<file path="config.mk">
export PLATFORM = sky130hd
export DESIGN_NAME = logic_unit_arbiter
export DESIGN_NICKNAME = d
export VERILOG_FILES = /design/src/rtl/logic_unit_arbiter.sv
export SDC_FILE = /design/constraint.sdc
export NUM_CORES = 1
export LEC_CHECK = 0
export CAP_MARGIN = 20
export CORE_MARGIN = 2
export CORE_UTILIZATION = 40
export CTS_CLUSTER_SIZE = 8
export DETAILED_ROUTE_END_ITERATION = 7
export PLACE_DENSITY = 0.77
export SLEW_MARGIN = 30
export SYNTH_ARGS = -nofsm -noshare
export SYNTH_HDL_FRONTEND = slang
export SYNTH_SLANG_ARGS = --single-unit
</file>
<file path="constraint.sdc">
create_clock -name clk -period 1.2 [get_ports clk]
set_input_delay 0.24 -clock clk [delete_from_list [all_inputs] [get_ports clk]]
set_output_delay 0.24 -clock clk [all_outputs]
set_load 0.005 [all_outputs]
</file>
<file path="src/rtl/logic_unit_arbiter.sv">
// Round-robin shared 32-bit bitwise logic unit for two requesters with a valid/ack result port.
// Define LOGIC_EXT_EN to enable XOR (op 10) and NOR (op 11); otherwise those opcodes return 0 with res_err set.
module logic_unit_arbiter #(
  parameter int WIDTH = 32
) (
  input  logic             clk,
  input  logic             reset,
  input  logic             req0,
  input  logic [1:0]       op0,
  input  logic [WIDTH-1:0] a0,
  input  logic [WIDTH-1:0] b0,
  input  logic             req1,
  input  logic [1:0]       op1,
  input  logic [WIDTH-1:0] a1,
  input  logic [WIDTH-1:0] b1,
  output logic             gnt0,
  output logic             gnt1,
  output logic [WIDTH-1:0] res,
  output logic             res_valid,
  output logic             res_id,
  output logic             res_err,
  input  logic             res_ack,
  output logic             busy
);

  typedef enum logic [1:0] {IDLE, EXEC, RESP} state_t;

  state_t           state_q, state_d;
  logic             last_id_q, last_id_d;
  logic             cur_id_q, cur_id_d;
  logic [1:0]       op_q, op_d;
  logic [WIDTH-1:0] a_q, a_d, b_q, b_d;
  logic             gnt0_q, gnt0_d, gnt1_q, gnt1_d;
  logic [WIDTH-1:0] res_q, res_d;
  logic             res_valid_q, res_valid_d;
  logic             res_id_q, res_id_d;
  logic             res_err_q, res_err_d;

  logic             winner;
  logic [WIDTH-1:0] f_res;
  logic             f_err;

  // On a tie the requester that did not win last time takes the grant.
  assign winner = (req0 && req1) ? ~last_id_q : req1;

  always_comb begin
    f_res = '0;
    f_err = 1'b0;
    case (op_q)
      2'b00: f_res = a_q & b_q;
      2'b01: f_res = a_q | b_q;
`ifdef LOGIC_EXT_EN
      2'b10: f_res = a_q ^ b_q;
      default: f_res = ~(a_q | b_q);
`else
      default: f_err = 1'b1;
`endif
    endcase
  end

  always_comb begin
    state_d     = state_q;
    last_id_d   = last_id_q;
    cur_id_d    = cur_id_q;
    op_d        = op_q;
    a_d         = a_q;
    b_d         = b_q;
    gnt0_d      = 1'b0;
    gnt1_d      = 1'b0;
    res_d       = res_q;
    res_valid_d = res_valid_q;
    res_id_d    = res_id_q;
    res_err_d   = res_err_q;
    case (state_q)
      IDLE: begin
        if (req0 || req1) begin
          cur_id_d  = winner;
          last_id_d = winner;
          op_d      = winner ? op1 : op0;
          a_d       = winner ? a1 : a0;
          b_d       = winner ? b1 : b0;
          gnt0_d    = ~winner;
          gnt1_d    = winner;
          state_d   = EXEC;
        end
      end
      EXEC: begin
        res_d       = f_res;
        res_err_d   = f_err;
        res_id_d    = cur_id_q;
        res_valid_d = 1'b1;
        state_d     = RESP;
      end
      RESP: begin
        if (res_ack) begin
          res_valid_d = 1'b0;
          state_d     = IDLE;
        end
      end
      default: state_d = IDLE;
    endcase
  end

  always_ff @(posedge clk) begin
    if (reset) begin
      state_q     <= IDLE;
      last_id_q   <= 1'b1;
      cur_id_q    <= 1'b0;
      op_q        <= 2'b00;
      a_q         <= '0;
      b_q         <= '0;
      gnt0_q      <= 1'b0;
      gnt1_q      <= 1'b0;
      res_q       <= '0;
      res_valid_q <= 1'b0;
      res_id_q    <= 1'b0;
      res_err_q   <= 1'b0;
    end else begin
      state_q     <= state_d;
      last_id_q   <= last_id_d;
      cur_id_q    <= cur_id_d;
      op_q        <= op_d;
      a_q         <= a_d;
      b_q         <= b_d;
      gnt0_q      <= gnt0_d;
      gnt1_q      <= gnt1_d;
      res_q       <= res_d;
      res_valid_q <= res_valid_d;
      res_id_q    <= res_id_d;
      res_err_q   <= res_err_d;
    end
  end

  assign gnt0      = gnt0_q;
  assign gnt1      = gnt1_q;
  assign res       = res_q;
  assign res_valid = res_valid_q;
  assign res_id    = res_id_q;
  assign res_err   = res_err_q;
  assign busy      = (state_q != IDLE);

endmodule

</file>
# Word level (Yosys, flattened, before mapping)
# Index checks and enable logic that the tools add are counted.
# totals
ramBits,0
out_inout_bits,38
latchBits,0
input_bits,137
mem_count,0
ff_bits,107
elab_cells,45
mem_bits_ro,0
# classes
n_bitwise,6
n_shift,0
div_mod_pow,0
add_sub_neg,0
order_cmp,0
mul,0
eq_ne,5
reduce_logical,11
n_mux,11
# op_table
operator,count
32-bit two-way mux,2
32-bit case mux with 2 select lines,1
32-bit AND,1
32-bit bitwise OR,1
2-bit two-way mux,3
2-bit case mux with 3 select lines,1
2-bit AND reduction,3
2-bit by 1-bit equality test with 1-bit output (second input constant),2
2-bit zero test,2
2-bit != test (second input constant),2
1-bit NOT,4
2-bit nonzero test,2
1-bit two-way mux,3
3-bit OR reduction,1
2-bit equality test (second input constant),1
1-bit case mux with 2 select lines,1
2-bit OR reduction,1
1-bit logical AND,1
1-bit logical OR,1

# Logic depth before layout (Yosys ltp)
# Gate-level depths: netlist (run 1).
# depth
depth_word,3
ltp_mapped,6
depth_no_buf,4

# Worst setup path after synthesis (run 1)
# OpenSTA, ideal clock, no wires.
# synth_path
path_kind,reg2reg
startpoint,register state_q[1]
endpoint,register a_q[0]
path_stages_with_launch,7
setup_slack_ns,-0.063
required_time_ns,1.067
setup_time_ns,0.133
t_arrival_ns,1.130
period_less_slack_ns,1.263
n_path_buf,2
cell_sequence,dfxtp_1 > nor2_2 > inv_2 > nor2_1 > buf_4 > buf_4 > a311oi_1
# synth_between
elab_chain_cells,2
# synth_lines
element,line_no,source
from (decl),28,"state_t state_q, state_d;"
from (signal assigned),119,state_q <= state_d;
2-bit zero test,74,case (state_q)
2-bit AND reduction (no source line),n/a,
to (signal assigned),110,a_q <= '0;
to (signal assigned),123,a_q <= a_d;
to (decl),32,"logic [WIDTH-1:0] a_q, a_d, b_q, b_d;"
# No other way between the ends.
# A chain may end at the register's enable or synchronous reset.

# Worst setup path after layout (run 1)
# layout_path
startpoint,register last_id_q
endpoint,register b_q[26]
# layout_between
elab_chain_cells,3
# layout_lines
element,line_no,source
from (decl),29,"logic last_id_q, last_id_d;"
from (signal assigned),120,last_id_q <= last_id_d;
1-bit NOT,44,assign winner = (req0 && req1) ? ~last_id_q : req1;
1-bit two-way mux,44,
32-bit two-way mux,81,b_d = winner ? b1 : b0;
to (signal assigned),111,b_q <= '0;
to (signal assigned),124,b_q <= b_d;
to (decl),32,
# No other way between the ends.

==> results by group, run 1 <==
Detailed routing
  – TritonRoute pass-1 iters: 5
  – Routed WL: ~20000 um
  – Iteration-0 DRC Markers: about 360
  – Top Metal Used: met4
  – Routed length on met2: slightly below 10000 um
  – Drc violations: 0
  – Vias: 5269
  – Via density: 6.008
  – Post-DRT Antenna Nets: 0
  – DR WL met3: 1657 um
  – Routed length per instance: 23.03 um
  – Post-Route M1 WL: 7830 um

Die
  – Die Y: between 100 and 150 um
  – Initial Util: about two fifths
  – Core Box Area: 11320 um^2
  – Boundary Pins: 175
  – Rows: 39
  – Die Area: 12410 um^2
  – Die X-Extent: 111.4 um

Yosys
  – Ys Warns: 0
  – Cell Area, Synth: approximately 4600 um^2
  – Synth async-reset ratio: 0%
  – Post-synth EDFFs: 0
  – Leading area contributor after synthesis: dfxtp_1
  – Main combinational cell family by area after synthesis: compound AO/OA/AOI/OAI gates
  – Syn nets: around 660
  – Post-Synth XOR/XNOR Area: 0%
  – Synth cell types: 24
  – Top cells by area, synth: dfxtp_1 (46%), a311oi_1 (13%), nand2_1 (11%)
  – Post-synthesis mux area share: 0%
  – Flops & latches, synth: 107
  – Mapped Avg Cell Area: 8.854 um^2
  – Post-Synthesis Cells: 521
  – Seq/Total Area, Yosys: 46.43%
  – Top cells by count, synth: nand2_1 (139), dfxtp_1 (107), a21oi_1 (70), a311oi_1 (66)
  – Post-synthesis simple-gate area fraction: 13.18%
  – Dominant register cell in the synthesized netlist: dfxtp_1
  – Post-synthesis adder-cell area fraction: 6.943%
  – Synth Area in Compound Gates: 27.10%
  – Most frequent cell after synthesis: nand2_1
  – Post-synth top area share: 46.43%

Timing
  – Headroom to the max-slew limit: 67.18%
  – Minimum clock period: around 1.4 ns
  – Max Clock Freq: between 700 and 800 MHz
  – Final Hold Vio Count: 0
  – Slew @ Worst Pin: 0.4923 ns
  – Final Max Slew Viols: 0
  – Unrepaired setup endpoints after global routing: true
  – Setup ws final: -0.1956 ns
  – Clock skew: just over 0.007 ns
  – Period utilization: 116.3%
  – Fin Hold WS: 0.2785 ns
  – Setup-failing EPs final: 106

Pwr
  – Internal: 7.318 mW
  – Logic gate share of total power: 31.8%
  – Flop pwr share: 39.6%
  – Power Total: ~10 mW
  – Worst IR Drop VDD: 1.063 mV
  – Part of the power in the clock network: 28.6%
  – P_leak: 3.488 nW
  – Sw Ratio: 29.82%
  – Psw: 3.109 mW
  – Power density over cell area: 1211 nW/um^2

Critical path
  – CP cell instances: buf_6, a21bo_4, buf_6, buf_12, nand2_2, a311oi_2
  – Critical Path Fanout Max: 6
  – CP startpoint kind: flip-flop
  – Critical path type: flip-flop to flip-flop
  – Crit path capture type: flip-flop
  – Critical path arrival: between 1.5 and 2 ns
  – CP max stage cell: dfxtp_4
  – CP peak stage delay: 0.37 ns
  – Req. time, crit path: 1.44 ns
  – Most used cell along the critical path: buf_6

Finish
  – Fillcell total: 682
  – P&R area growth vs syn: 86.68%
  – Area of the multi-input gates: between 2000 and 3000 um^2
  – Layout cells sized above 1: 35.38%
  – FF/Latch Area: 2172 um^2
  – Layout net count: 865

Run status
  – Failing checks: setup timing
  – Status: finished, violations left

Global route
  – Largest net degree at the start of global routing: 41
  – Remaining Overflow, GRT: 0
  – Antenna violations before repair: 2
  – First-pass GRT wire length: 29060 um
  – Overall Global Routing Usage: 29.44%
  – Vias in the first global route: 5369

Placement
  – Port Buffers: 174
  – Placed wire-length estimate: slightly below 10000 um
  – Routability-driven placement congestion ratio: around 0.84

Clock tree
  – Longest Clk Path Bufs: 2
  – Root buf cell: clkbuf_16
  – Clock buffer count from CTS: 9
  – Clock Sink Count: about 110
  – CTS tree: done
  – Worst skew pair latency: 0.33 ns
  – Worst-path clk slew: about 0.07 ns
  – Max H-tree Level: 3

Min path
  – Hold Path Class: input pin to flip-flop

Job
  – Number of max-cap violations: 0
[cell families (layout without fill, tap and decap cells)]
kind of cell               after synthesis  after routing
AOI/OAI and AO/OA                      173            173
and+or+nand+nor                        154            154
DFF                                    107            107
buffers and inverters                   55            266
adders and majority gates               32             32
other                                    0              2
[layout make-up]
cell class	instances	share of cell area (%)
Clock buffer	11	2.819
Sequential cell	107	25.22
Antenna cell	2	0.05811
Multi-Input combinational cell	359	34.36
Inverter	1	0.04359
Tap cell	143	2.078
Timing Repair Buffer	250	34.82
Clock inverter	4	0.5957
[metal layers]
layer | vias up | GRT usage, %
li1 | 2335 | -
met1 | 2557 | 35.33
met2 | 313 | 51.87
met3 | 64 | 6.260
met4 | 0 | 11.11
met5 | - | 0
[worst max-delay path: cells and delay by family (launching register included)]
family	cells	cell delay (ns)
AO/OA/AOI/OAI	2	0.48
buffers and inverters	3	0.39
flip-flops	1	0.37
AND/OR/NAND/NOR	1	0.08
[cell usage in the layout, fill, tap and decap left out, types with 5 or more instances in the layout]
cell type          n
buf_8              6
nand2_2           41
nand2_4           38
nand2_1           60
buf_16            11
a21oi_2            5
a22o_1            32
buf_4             10
dlygate4sd2_1     30
buf_6             21
buf_12            23
dfxtp_1           87
maj3_1            32
clkdlybuf4s50_1  133
a311oi_1          18
a21oi_1           65
dfxtp_2           18
a311oi_2          48
clkbuf_16         15
clkdlybuf4s15_1    8
[through the flow]
| stage | util, % | setup TNS [ns] | cells | instance area, um^2 | setup slack, ns |
|---|---|---|---|---|---|
| after global routing | 76.07 | -16.93 | 877 | 8612 | -0.2656 |
| after global placement | 58.73 | -34.59 | 811 | 6649 | -0.5357 |
| after CTS | 74.01 | -14.55 | 879 | 8378 | -0.2069 |
| after floorplan | - | 0 | 521 | 4657 | 0.001905 |
| after detailed placement | 58.73 | -38.35 | 811 | 6649 | -0.5730 |
| final | 76.07 | -12.60 | 877 | 8612 | -0.1956 |
[power groups by stage]
stage | Clock (mW) | Combinational [mW] | Sequential, mW
final | 2.98 | 3.31 | 4.13
after global routing | 3.12 | 3.46 | 4.16
after CTS | 2.94 | 3.00 | 4.11
after detailed placement | 0 | 2.06 | 4.18
after global placement | 0 | 2.00 | 4.17
after floorplan | 0 | 1.11 | 4.12
[final timing paths]
path	start	to	slack, ns	depth (start not counted)
max	last_id_q$_SDFFE_PP1P_	b_q[26]$_SDFFE_PP0P_	-0.20	6
min	reset	cur_id_q$_SDFFE_PP0P_	0.28	2
max reg2reg	last_id_q$_SDFFE_PP1P_	b_q[26]$_SDFFE_PP0P_	-0.20	6
min reg2reg	cur_id_q$_SDFFE_PP0P_	res_id$_SDFFE_PP0P_	0.48	2
[sequential cells by signal, indices dropped and copies added (netlist names)]
| signal | cells |
|---|---|
| a_q | 32 |
| b_q | 32 |
| res | 32 |
| op_q | 2 |
| state_q | 2 |
| cur_id_q | 1 |
| gnt0 | 1 |
| gnt1 | 1 |
| last_id_q | 1 |
| res_err | 1 |
| res_id | 1 |
| res_valid | 1 |
[repair_timing]
action | CTS | global route
pin swaps | 105 | 69
buffers inserted | 31 | 6
setup endpoints to repair | 139 | 118
hold buffers | 0 | 0
cloned | 22 | 7
gates resized for setup | 223 | 103
Power figures use the tool's default switching activity.
==> run 2, diff against run 1 <==
Settings changed: CORE_MARGIN 2 to unset, PLACE_DENSITY 0.77 to 0.76.
==> results by group, run 2 (synthesis results as in run 1) <==
Run status
  – Status: finished, violations left
  – Failing checks: setup timing

Timing
  – Slew @ Worst Pin: 0.3610 ns (-0.1313 ns)
  – Period utilization: 117.8% (+1.5 points)
  – Setup ws final: -0.2138 ns (-0.01816 ns)
  – Minimum clock period: 1.414 ns (+0.01816 ns)
  – Final Max Slew Viols: 0 (unchanged)
  – Setup-failing EPs final: 106 (unchanged)
  – Max Clock Freq: 707.3 MHz (-1.3%)
  – Unrepaired setup endpoints after global routing: true
  – Final Hold Vio Count: 0 (unchanged)
  – TNS Setup: -14.31 ns (-1.717 ns)
  – Clock skew: 0.01022 ns (+0.003046 ns)
  – Headroom to the max-slew limit: 75.93% (+8.8 points)
  – Fin Hold WS: 0.4604 ns (+0.1819 ns)

Critical path
  – Crit path capture type: flip-flop
  – CP cell instances: nor2_4, buf_6, buf_4, buf_16, a21oi_1, a311oi_2
  – Req. time, crit path: 1.44 ns (about the same)
  – Critical Path Fanout Max: 17 (+11)
  – CP peak stage delay: 0.34 ns (-0.03 ns)
  – Worst path top cell family by delay: buffers and inverters
  – Crit path buf inv count: 3 (unchanged)
  – CP max stage cell: dfxtp_2
  – Critical path arrival: 1.66 ns (+0.02 ns)
  – R2R Setup Slk: -0.21 ns (-0.02 ns)
  – CP startpoint kind: flip-flop
  – Critical path type: flip-flop to flip-flop

Detailed routing
  – Drc violations: 0 (unchanged)
  – Via density: 6.107 (+1.6%)
  – Routed WL: 20590 um (+1.9%)
  – Vias: 5325 (+1.1%)
  – TritonRoute pass-1 iters: 5 (unchanged)
  – Routed length per instance: 23.61 um (+2.5%)
  – Post-DRT Antenna Nets: 0 (unchanged)
  – Iteration-0 DRC Markers: 519 (+45%)

Finish
  – Antenna diodes: 0 (-2)
  – P&R area growth vs syn: 84.13%
  – Post-route cell area: 8494 um^2 (-1.4%)
  – Layout net count: 864 (-0.12%)
  – Layout cells sized above 1: 33.20% (-2.2 points)
  – Final Util: 77.01% (+0.94 points)
  – Commonest non-fill, non-tap cells in the layout: clkdlybuf4s50_1 (133), dfxtp_1 (85), nand2_1 (83), a21oi_1 (59), a311oi_2 (49)
  – Most common cell after layout, fill and taps aside: clkdlybuf4s50_1

Global route
  – Overall Global Routing Usage: 29.35% (-0.093 points)
  – Largest net degree at the start of global routing: 25 (-39%)
  – Remaining Overflow, GRT: 0 (unchanged)
  – Vias in the first global route: 5233 (-2.5%)
  – Antenna violations before repair: 0 (-2)
  – First-pass GRT wire length: 26390 um (-9.2%)

Clock tree
  – Root buf cell: clkbuf_16
  – Longest Clk Path Bufs: 2 (unchanged)
  – CTS tree: done
  – Clock Sink Count: 107 (unchanged)
  – Worst skew pair latency: 0.35 ns (+0.02 ns)
  – Worst-path clk slew: 0.07 ns (about the same)
  – Hold_buf cts: 0 (unchanged)
  – Max H-tree Level: 3 (unchanged)
  – Clock buffer count from CTS: 9 (unchanged)

Min path
  – Hold Path Class: input pin to flip-flop

Placement
  – Routability-driven placement congestion ratio: 0.8352 (-0.12%)
  – Placed cell area: 6630 um^2 (-0.28%)
  – Port Buffers: 174 (unchanged)
  – Placed wire-length estimate: 9876 um (+1.6%)

Die
  – Boundary Pins: 175 (unchanged)
  – Rows: 38 (-2.6%)
  – Die Y: 109.4 um (-1.8%)
  – Core Box Area: 11030 um^2 (-2.6%)
  – Die X-Extent: 109.4 um (-1.8%)
  – Initial Util: 41.82% (+1.1 points)
  – Die Area: 11970 um^2 (-3.6%)

Pwr
  – P_leak: 3.421 nW (-1.9%)
  – Worst IR Drop VDD: 0.9173 mV (-14%)
  – Power density over cell area: 1222 nW/um^2 (+0.92%)

Job
  – Number of max-cap violations: 0 (unchanged)
## run 2: where the power goes
| part | switching, mW | internal (mW) |
|---|---|---|
| sequential | 0.248 | 3.90 |
| clock | 1.34 | 1.53 |
| combinational | 1.56 | 1.80 |
| total | 3.16 | 7.22 |
## run 2: worst min-delay path, stage by stage
cell and delay (ns):
buf_2 0.17, buf_4 0.24, nor2_1 0.11
## run 2: layer usage
layer | track usage [%] | up-vias | part of all wire (%)
met2 | 52.02 | 386 | 49
li1 | - | 2337 | -
met5 | 0 | - | 0
met4 | 16.95 | 0 | 6.4
met3 | 4.624 | 124 | 9.5
met1 | 33.33 | 2478 | 35
## run 2: worst paths after layout
kind	cells after the start	from	endpoint
max reg2reg	6	state_q[0]$_SDFFE_PP0P_	a_q[31]$_SDFFE_PP0P_
min reg2reg	1	res[18]$_SDFFE_PP0P_	res[18]$_SDFFE_PP0P_
max	6	state_q[0]$_SDFFE_PP0P_	a_q[31]$_SDFFE_PP0P_
min	3	reset	state_q[0]$_SDFFE_PP0P_
## run 2: layout make-up
type,instances,area [um^2]
Multi-Input combinational cell,359,2868
Fill cell,655,2536
Tap cell,140,175.2
Inverter,1,3.754
Timing Repair Buffer,249,2990
Sequential cell,107,2175
Clock inverter,3,22.52
Clock buffer,13,260.3
## run 2: repair_timing
item,CTS,global route
cloned,17,10
pin swaps,67,71
buffers inserted,21,7
endpoints found under the setup margin,139,108
resized for setup,159,122
## run 2: through the flow
stage	total power [mW]	cells	setup WS, ns
after floorplan	5.237	521	0.001905
after global placement	6.144	811	-0.5052
after detailed placement	6.213	811	-0.5913
after CTS	9.703	865	-0.1784
after global routing	10.68	872	-0.2805
final	10.38	872	-0.2138
==> run 3, diff against run 2 <==
Settings changed: CTS_CLUSTER_DIAMETER set to 60, PLACE_DENSITY 0.76 to 0.84.
==> results by group, run 3 (synthesis results as in run 1) <==
Clock tree
  – Clock Sink Count: 107 (unchanged)
  – Max H-tree Level: 3 (unchanged)
  – Hold_buf cts: 0 (unchanged)
  – Worst skew pair latency: 0.34 ns (about the same)
  – CTS tree: done
  – Clock buffer count from CTS: 9 (unchanged)
  – Worst-path clk slew: 0.07 ns (about the same)
  – Longest Clk Path Bufs: 2 (unchanged)
  – Root buf cell: clkbuf_16

Timing
  – Final Max Slew Viols: 0 (unchanged)
  – Final Hold Vio Count: 0 (unchanged)
  – Minimum clock period: 1.417 ns (+0.003473 ns)
  – Headroom to the max-slew limit: 65.40% (-11 points)
  – Max Clock Freq: 705.6 MHz (-0.25%)
  – Slew @ Worst Pin: 0.5190 ns (+0.1580 ns)
  – Clock skew: 0.008286 ns (-0.001932 ns)
  – Period utilization: 118.1% (+0.29 points)
  – TNS Setup: -13.08 ns (+1.232 ns)
  – Unrepaired setup endpoints after global routing: true
  – Setup ws final: -0.2173 ns (-0.003473 ns)
  – Setup-failing EPs final: 103 (-2.8%)

Min path
  – Worst Hold Path Cells: 2 (-1)
  – Hold Path Class: flip-flop to flip-flop
  – Hold path start: res_err$_SDFFE_PP0P_
  – Hold Path Sink: res_err$_SDFFE_PP0P_

Global route
  – Largest net degree at the start of global routing: 35 (+40%)
  – GR Util met3: 4.920% (+0.30 points)
  – Antenna violations before repair: 0 (unchanged)
  – First-pass GRT wire length: 27150 um (+2.9%)
  – Vias in the first global route: 5190 (-0.82%)
  – Remaining Overflow, GRT: 0 (unchanged)
  – GR peak layer: met2
  – Met2 Use GR: 53.23% (+1.2 points)
  – GR Util met1: 34.61% (+1.3 points)
  – Overall Global Routing Usage: 30.32% (+0.97 points)

Critical path
  – Critical Path Fanout Max: 5 (-12)
  – Req. time, crit path: 1.41 ns (-0.03 ns)
  – CP cell instances: nor2_4, inv_2, nor2_4, buf_6, buf_8, buf_12, buf_16, a311oi_2
  – Worst path top cell family by delay: buffers and inverters
  – Worst reg2reg path startpoint: state_q[0]$_SDFFE_PP0P_
  – CP startpoint kind: flip-flop
  – R2R Setup Slk: -0.22 ns (about the same)
  – R2r endpoint: a_q[30]$_SDFFE_PP0P_
  – Most used cell along the critical path: nor2_4
  – CP max stage cell: dfxtp_2
  – Worst reg2reg path depth: 8 (+2)
  – Critical path arrival: 1.63 ns (-0.03 ns)
  – Critical path type: flip-flop to flip-flop
  – Crit path buf inv count: 5 (+2)
  – CP peak stage delay: 0.34 ns (about the same)
  – Crit path capture type: flip-flop

Die
  – Rows: 38 (unchanged)
  – Die Y: 109.4 um (unchanged)
  – Boundary Pins: 175 (unchanged)
  – Die X-Extent: 109.4 um (unchanged)
  – Core Box Area: 11030 um^2 (unchanged)
  – Initial Util: 41.82% (unchanged)
  – Die Area: 11970 um^2 (unchanged)

Pwr
  – Worst IR Drop VDD: 0.6940 mV (-24%)
  – Power density over cell area: 1211 nW/um^2 (-0.91%)
  – P_leak: 3.398 nW (-0.68%)

Detailed routing
  – Post-DRT Antenna Nets: 0 (unchanged)
  – Vias: 5207 (-2.2%)
  – Drc violations: 0 (unchanged)
  – TritonRoute pass-1 iters: 6 (+1)
  – Iteration-0 DRC Markers: 368 (-29%)
  – Via density: 5.971 (-2.2%)
  – Routed WL: 19790 um (-3.9%)
  – Routed length per instance: 22.70 um (-3.9%)

Run status
  – Failing checks: setup timing
  – Status: finished, violations left

Finish
  – Layout net count: 865 (+0.12%)
  – Antenna diodes: 0 (unchanged)
  – Commonest non-fill, non-tap cells in the layout: clkdlybuf4s50_1 (133), dfxtp_1 (86), nand2_1 (80), a21oi_1 (58), a311oi_2 (46)
  – Post-route cell area: 8478 um^2 (-0.19%)
  – P&R area growth vs syn: 83.78%
  – Layout cells sized above 1: 33.20% (unchanged)
  – Most common cell after layout, fill and taps aside: clkdlybuf4s50_1

Placement
  – Port Buffers: 174 (unchanged)
  – Routability-driven placement congestion ratio: 0.8155 (-2.4%)
  – Placed cell area: 6598 um^2 (-0.49%)
  – Placed wire-length estimate: 9491 um (-3.9%)

Job
  – Number of max-cap violations: 0 (unchanged)
## run 3: cell count changes in the layout (fill, tap and decap cells not counted), sizes merged
cell,delta
buf,+2
bufbuf,+1
clkbuf,-2
clkdlybuf4s15,+7
clkinv,+1
clkinvlp,-2
dlygate4sd2,-8
inv,+1
## run 3: final cells by class
class	count	area, um^2
Clock inverter	3	25.02
Inverter	1	3.754
Timing Repair Buffer	250	3005
Sequential cell	107	2173
Fill cell	669	2552
Multi-Input combinational cell	359	2859
Clock buffer	12	236.5
Tap cell	140	175.2
## run 3: worst max-delay path by stage
| stage | end | from | cells past startpoint |
|---|---|---|---|
| final | a_q[30]$_SDFFE_PP0P_ | state_q[0]$_SDFFE_PP0P_ | 8 |
| after global routing | a_q[3]$_SDFFE_PP0P_ | state_q[0]$_SDFFE_PP0P_ | 6 |
| after CTS | a_q[26]$_SDFFE_PP0P_ | state_q[1]$_SDFFE_PP0P_ | 5 |
| after detailed placement | a_q[9]$_SDFFE_PP0P_ | req0 | 6 |
| after global placement | b_q[28]$_SDFFE_PP0P_ | req0 | 6 |
| after floorplan | res[10]$_SDFFE_PP0P_ | op_q[0]$_SDFFE_PP0P_ | 4 |
## run 3: tightest hold or removal path, delay by kind of cell (launching register included)
kind	cells	cell delay (ns)
flops	1	0.31
simple gates	1	0.05
compound gates	1	0.05
## run 3: power by group
group	internal [mW]	leakage, nW	switching, mW	total [mW]
Sequential	3.90	0.891	0.240	4.14
Clock	1.41	0.123	1.31	2.73
Combinational	1.85	2.38	1.56	3.40
Total	7.16	3.40	3.11	10.3
## run 3: what timing repair did
| item | 4_1_cts | 5_1_grt |
|---|---|---|
| resized for setup | 199 | 104 |
| setup endpoints to repair | 141 | 119 |
| cloned | 19 | 9 |
| setup buffers | 23 | 7 |
| pin swaps | 57 | 65 |
| endpoints found under the hold margin | 0 | 0 |
## run 3: through the flow
stage | power [mW] | hold WS (ns) | std cells | setup WS, ns | util [%]
global route | 10.63 | 0.4657 | 872 | -0.3175 | 76.86
global placement | 6.106 | 0.4441 | 810 | -0.5142 | 59.81
detailed placement | 6.181 | 0.4505 | 810 | -0.6238 | 59.81
CTS | 9.868 | 0.4388 | 867 | -0.1677 | 73.42
finish | 10.27 | 0.4600 | 872 | -0.2173 | 76.86
floorplan | 5.237 | 0.3933 | 521 | 0.001905 | -
## run 3: layer usage
metal,wire length [um],part of all wire (%)
met1,7443,38
met2,10120,51
met3,1302,6.6
met4,926,4.7
met5,0,0
